[src/rtl/voting_machine_n.sv]
// N-candidate voting FSM: counts one vote per clean button release, locks out
// for HOLD_CYC cycles after each vote, and publishes totals/winner/tie at close.
module voting_machine_n #(
  parameter int unsigned N_CAND   = 4,
  parameter int unsigned CNT_W    = 16,
  parameter int unsigned HOLD_CYC = 16,
  localparam int unsigned IDX_W   = (N_CAND > 2) ? $clog2(N_CAND) : 1,
  localparam int unsigned TOT_W   = CNT_W + IDX_W
) (
  input  logic                      clk,
  input  logic                      rst,
  input  logic [N_CAND-1:0]         i_candidate,
  input  logic                      i_voting_over,
  output logic [N_CAND*CNT_W-1:0]   o_count,
  output logic [TOT_W-1:0]          o_total,
  output logic [IDX_W-1:0]          o_winner,
  output logic                      o_tie,
  output logic                      o_valid,
  output logic                      o_vote_ack,
  output logic                      o_reject,
  output logic [1:0]                o_state
);

  localparam int unsigned HOLD_W = (HOLD_CYC > 1) ? $clog2(HOLD_CYC) : 1;
  localparam logic [HOLD_W-1:0] HOLD_LAST = HOLD_W'(HOLD_CYC - 1);

  typedef enum logic [1:0] {
    StIdle   = 2'd0,
    StVote   = 2'd1,
    StHold   = 2'd2,
    StFinish = 2'd3
  } state_e;

  state_e              state_q, state_d;
  logic [N_CAND-1:0]   prev_q;
  logic [N_CAND-1:0]   fall;
  logic [HOLD_W-1:0]   hold_q;
  logic [CNT_W-1:0]    cnt_q [N_CAND];
  logic                single_fall, in_vote, accept, reject, load;
  logic [TOT_W-1:0]    sum;
  logic [CNT_W-1:0]    max_cnt;
  logic [IDX_W-1:0]    win_idx;
  logic                tie;

  always_ff @(posedge clk) begin
    if (rst) state_q <= StIdle;
    else     state_q <= state_d;
  end

  always_comb begin
    state_d = state_q;
    unique case (state_q)
      StIdle:   if (!i_voting_over) state_d = StVote;
      StVote: begin
        if (i_voting_over) state_d = StFinish;
        else if (accept)   state_d = StHold;
      end
      StHold: begin
        if (i_voting_over)          state_d = StFinish;
        else if (hold_q == HOLD_LAST) state_d = StVote;
      end
      StFinish: if (!i_voting_over) state_d = StIdle;
      default:  state_d = StIdle;
    endcase
  end

  always_comb begin
    fall        = prev_q & ~i_candidate;
    // A power of two has exactly one bit set.
    single_fall = (fall != '0) && ((fall & (fall - N_CAND'(1))) == '0);
    in_vote     = (state_q == StVote) && !i_voting_over;
    accept      = in_vote && single_fall && (i_candidate == '0);
    reject      = in_vote && (fall != '0) && !accept;
    load        = (state_q == StFinish) && !o_valid;
    o_state     = state_q;
  end

  // Strict '>' keeps the lowest index among equal maxima.
  always_comb begin
    sum     = '0;
    max_cnt = cnt_q[0];
    win_idx = '0;
    tie     = 1'b0;
    for (int unsigned k = 0; k < N_CAND; k++) begin
      sum = sum + TOT_W'(cnt_q[k]);
    end
    for (int unsigned k = 1; k < N_CAND; k++) begin
      if (cnt_q[k] > max_cnt) begin
        max_cnt = cnt_q[k];
        win_idx = IDX_W'(k);
        tie     = 1'b0;
      end else if (cnt_q[k] == max_cnt) begin
        tie = 1'b1;
      end
    end
  end

  always_ff @(posedge clk) begin
    if (rst) begin
      prev_q     <= '0;
      hold_q     <= '0;
      o_vote_ack <= 1'b0;
      o_reject   <= 1'b0;
      o_valid    <= 1'b0;
      o_count    <= '0;
      o_total    <= '0;
      o_winner   <= '0;
      o_tie      <= 1'b0;
      for (int unsigned k = 0; k < N_CAND; k++) cnt_q[k] <= '0;
    end else begin
      prev_q     <= i_candidate;
      o_vote_ack <= accept;
      o_reject   <= reject;
      o_valid    <= (state_q == StFinish) && i_voting_over;
      hold_q     <= (state_q == StHold) ? hold_q + HOLD_W'(1) : '0;
      for (int unsigned k = 0; k < N_CAND; k++) begin
        if (state_q == StIdle) begin
          cnt_q[k] <= '0;
        end else if (accept && fall[k] && (cnt_q[k] != '1)) begin
          cnt_q[k] <= cnt_q[k] + CNT_W'(1);
        end
      end
      if (load) begin
        for (int unsigned k = 0; k < N_CAND; k++) o_count[k*CNT_W +: CNT_W] <= cnt_q[k];
        o_total  <= sum;
        o_winner <= win_idx;
        o_tie    <= tie;
      end
    end
  end

endmodule

[config.mk]
export PLATFORM = sky130hd
export DESIGN_NAME = voting_machine_n
export DESIGN_NICKNAME = d
export VERILOG_FILES = /design/src/rtl/voting_machine_n.sv
export SDC_FILE = /design/constraint.sdc
export NUM_CORES = 1
export LEC_CHECK = 0
export CAP_MARGIN = 20
export CORE_MARGIN = 1.5
export CORE_UTILIZATION = 45
export DETAILED_ROUTE_END_ITERATION = 8
export PLACE_DENSITY = 0.76
export REMOVE_ABC_BUFFERS = 1
export SYNTH_ARGS = -nofsm -noshare
export SYNTH_HDL_FRONTEND = slang
export SYNTH_SLANG_ARGS = --single-unit
[constraint.sdc]
create_clock -name clk -period 9.15 [get_ports clk]
set_clock_uncertainty 0.2 [all_clocks]
set_input_delay 1.83 -clock clk [delete_from_list [all_inputs] [get_ports clk]]
set_output_delay 1.83 -clock clk [all_outputs]
set_load 0.03 [all_outputs]
==> impl_metrics.json <==
{
  "clock_insertion_delay_at_the_later_pin_of_the_skew_report_ns": 0.44,
  "chip_height_um": 149.6,
  "final_design_area_no_fill_sq_mm": 0.01144,
  "worst-endpoint-required_ns": 9.24,
  "unrepaired_setup_endpoints_after_global_routing": "false",
  "global_route.usage.total": 0.2213,
  "hold_class": "flop to flop",
  "initial_antenna_violation_count": 0,
  "critical_path.startpoint_type": "flop",
  "final_hold_viol_count": 0,
  "cts.htree.levels": 4,
  "fmaxAchievable_mhz": 156.9,
  "grt_pass1_wl_mm": 38.78,
  "area_growth_pct": 18.21,
  "post_layout_nonfiller_instances": 1424,
  "routed_length_per_instance_um": 16.57,
  "netlist_area_sq_mm": 0.009674,
  "outcome": "finished clean",
  "place_congestion": 0.9023,
  "placementRows": 53,
  "critPathKind": "flop to flop",
  "netlist_instances": 1054,
  "fin_worst_hold_slack_ns": 0.2509,
  "crit_path_max_fanout": 17,
  "drt_pre_antenna_iters": 5,
  "dpl_worst_slack_ns": 2.890,
  "synth_area_leaders": "dfxtp_1 (20%), edfxtp_1 (20%), ha_1 (9.1%)",
  "antenna_left": 0,
  "detailed_place.area_sq_mm": 0.01085,
  "synth_enable_flop_cells": 64,
  "dpl.hpwl_mm": 16.95,
  "clock_tree.buffer_depth": 2,
  "vias_per_cell": 5.475,
  "cts_root_buf": "clkbuf_16",
  "max-cap-violations": 0,
  "drt_wl_total_mm": 23.60,
  "synth_top_area_frac": 0.2028,
  "maxSlewViolCount": 0,
  "clkSlewWorstSetupHoldPaths_ns": 0.07,
  "syn_avg_cell_area_sq_um": 9.179,
  "synth_top_area_cell": "dfxtp_1",
  "grt_start_max_net_pins": 87,
  "post_cts_hold_buffer_count": 0,
  "number_of_clock_buffers_inserted_by_tritoncts": 17,
  "port_buffers": 96,
  "vias": 7797,
  "floorplan.die_area_sq_mm": 0.02239,
  "core-area_sq_mm": 0.02109,
  "antenna-diode-count": 0,
  "fin_crit_sh": 0.6964,
  "cts_tree": "yes",
  "cell_with_the_most_instances_after_synthesis": "nand2_1",
  "worst-endpoint-arrival_ns": 6.47,
  "aggregate_global_routing_overflow": 0,
  "power_leakage_nw": 4.288,
  "number_of_global_route_vias_before_repair": 7640,
  "yosys_warnings": 0,
  "post-cts-setup-buffer-count": 0,
  "initialDrtViolationCount": 583,
  "endpoint_kind": "flop",
  "io_pins": 97,
  "period_needed_ns": 6.372,
  "design.final.nets": 1245,
  "power_density_relative_to_cell_area_mw_per_mm2": 198.7,
  "drive_above_1_share": 0.05831,
  "synth_cell_types": 60,
  "start_util": 0.4588,
  "post_cts_resized": 0,
  "worst_margin_slew_ns": 1.075,
  "final-setup-viol-count": 0,
  "numClockSinks": 162,
  "drt_drc_violations_left": 0,
  "die_x_um": 149.6,
  "seq_area_frac_synth": 0.4014,
  "worst_rel_slew_slack": 0.2829,
  "primary_flip_flop_cell_chosen_by_synthesis_mapping": "dfxtp_1",
  "post_synth_most_frequent_cells": "nand2_1 (198), a21oi_1 (108), nor2_1 (103)",
  "timing.setup.tns_ns": 0,
  "synth_seq_cells": 162,
  "peakVddDrop_mv": 0.1570,
  "placed_cells_incl_taps": 1392,
  "timing.final.ws_setup_ns": 2.778,
  "synth-async-reset-ratio": 0
}
-- cells by family (layout without fill, tap and decap cells) --
| kind of cell | Yosys count | in the layout | share of synthesized area |
|---|---|---|---|
| AOI/OAI and AO/OA | 177 | 177 | 0.1119 |
| xor gates and xnor gates | 67 | 67 | 0.06066 |
| adders and majority gates | 102 | 102 | 0.1568 |
| buffers and inverters | 87 | 182 | 0.03582 |
| DFF | 162 | 162 | 0.4014 |
| muxes | 32 | 32 | 0.03919 |
| and+or+nand+nor | 427 | 427 | 0.1943 |
-- routing by layer --
| metal | wire, um | vias up | share of wire | global-route usage |
|---|---|---|---|---|
| li1 | - | 3796 | - | - |
| met1 | 10430 | 3702 | 0.44 | 0.2808 |
| met2 | 11310 | 246 | 0.48 | 0.3654 |
| met3 | 1194 | 53 | 0.051 | 0.04787 |
| met4 | 665 | 0 | 0.028 | 0.08960 |
| met5 | 0 | - | 0 | 0 |
-- through the flow --
step | power [mW] | utilization
after floorplan | 1.375 | -
after global placement | 1.538 | 0.5147
after detailed placement | 1.561 | 0.5147
after CTS | 2.281 | 0.5423
after global routing | 2.398 | 0.5423
final | 2.273 | 0.5423
-- critical path, stage by stage, from the launching register on --
cell and delay (ns):
edfxtp_1 0.47, inv_1 0.12, ha_1 0.31, nand2_1 0.07, nor2_1 0.21, a21oi_1 0.10
o21a_1 0.20, o21ai_4 0.57, mux2_2 0.42, ha_1 0.17, and4b_1 0.26, a211oi_2 0.06
o21ai_2 0.19, a2111oi_4 0.11, nor2_2 0.85, mux2_4 0.35, ha_1 0.29, a21oi_1 0.15
nor2_1 0.05, a2111oi_0 0.35, o311ai_0 0.20, o2bb2ai_1 0.29, nor2b_1 0.17, nor3_1 0.06
-- sequential cells by signal (all words and copies together) (netlist names) --
register and cells:
o_vote_ack 1, o_total 18, o_winner 2, o_reject 1, o_count 64, o_tie 1
hold_q 4, o_state 2, o_valid 1, cnt_q 64, prev_q 4
-- area by class of cell --
type	instances	area (sq um)
clock inverter	13	118.9
inverter	50	187.7
fill	1918	9652
tap	275	344.1
clock buffer	19	464.2
timing repair buffer	100	985.9
multi-input combinational	805	5451
sequential	162	3884
-- placed cells by master (no fill, tap or decap), drive strengths merged, types with 6 or more instances in the layout --
master         count
clkbuf            19
mux2              17
ha                70
clkdlybuf4s50     95
nand4             14
inv               57
nand2            198
edfxtp            64
nor3              14
o21ai             22
mux2i             15
nand3             34
a21o               8
fa                32
nor2b             14
a21oi            108
and3              25
dfxtp             98
xnor2             46
nor2             105
a211oi             7
xor2              21
o21a               6
-- final timing paths --
| check | from | end | slack [ns] | depth (start not counted) |
|---|---|---|---|---|
| setup / recovery | cnt_q[0][11]$_SDFFCE_PN0P_ | o_winner[1]$_SDFFE_PP0P_ | 2.78 | 23 |
| hold / removal | o_total[5]$_SDFFE_PP0P_ | o_total[5]$_SDFFE_PP0P_ | 0.25 | 2 |
| setup reg to reg | cnt_q[0][11]$_SDFFCE_PN0P_ | o_winner[1]$_SDFFE_PP0P_ | 2.78 | 23 |
| hold reg to reg | o_total[5]$_SDFFE_PP0P_ | o_total[5]$_SDFFE_PP0P_ | 0.25 | 2 |
-- report_power, final --
part           internal [mW]  leakage (nW)  switching, mW
clock network          0.402         0.285          0.315
registers              0.797          1.52         0.0810
logic                  0.293          2.48          0.385
Note: power is estimated with default switching activity, not from simulation.
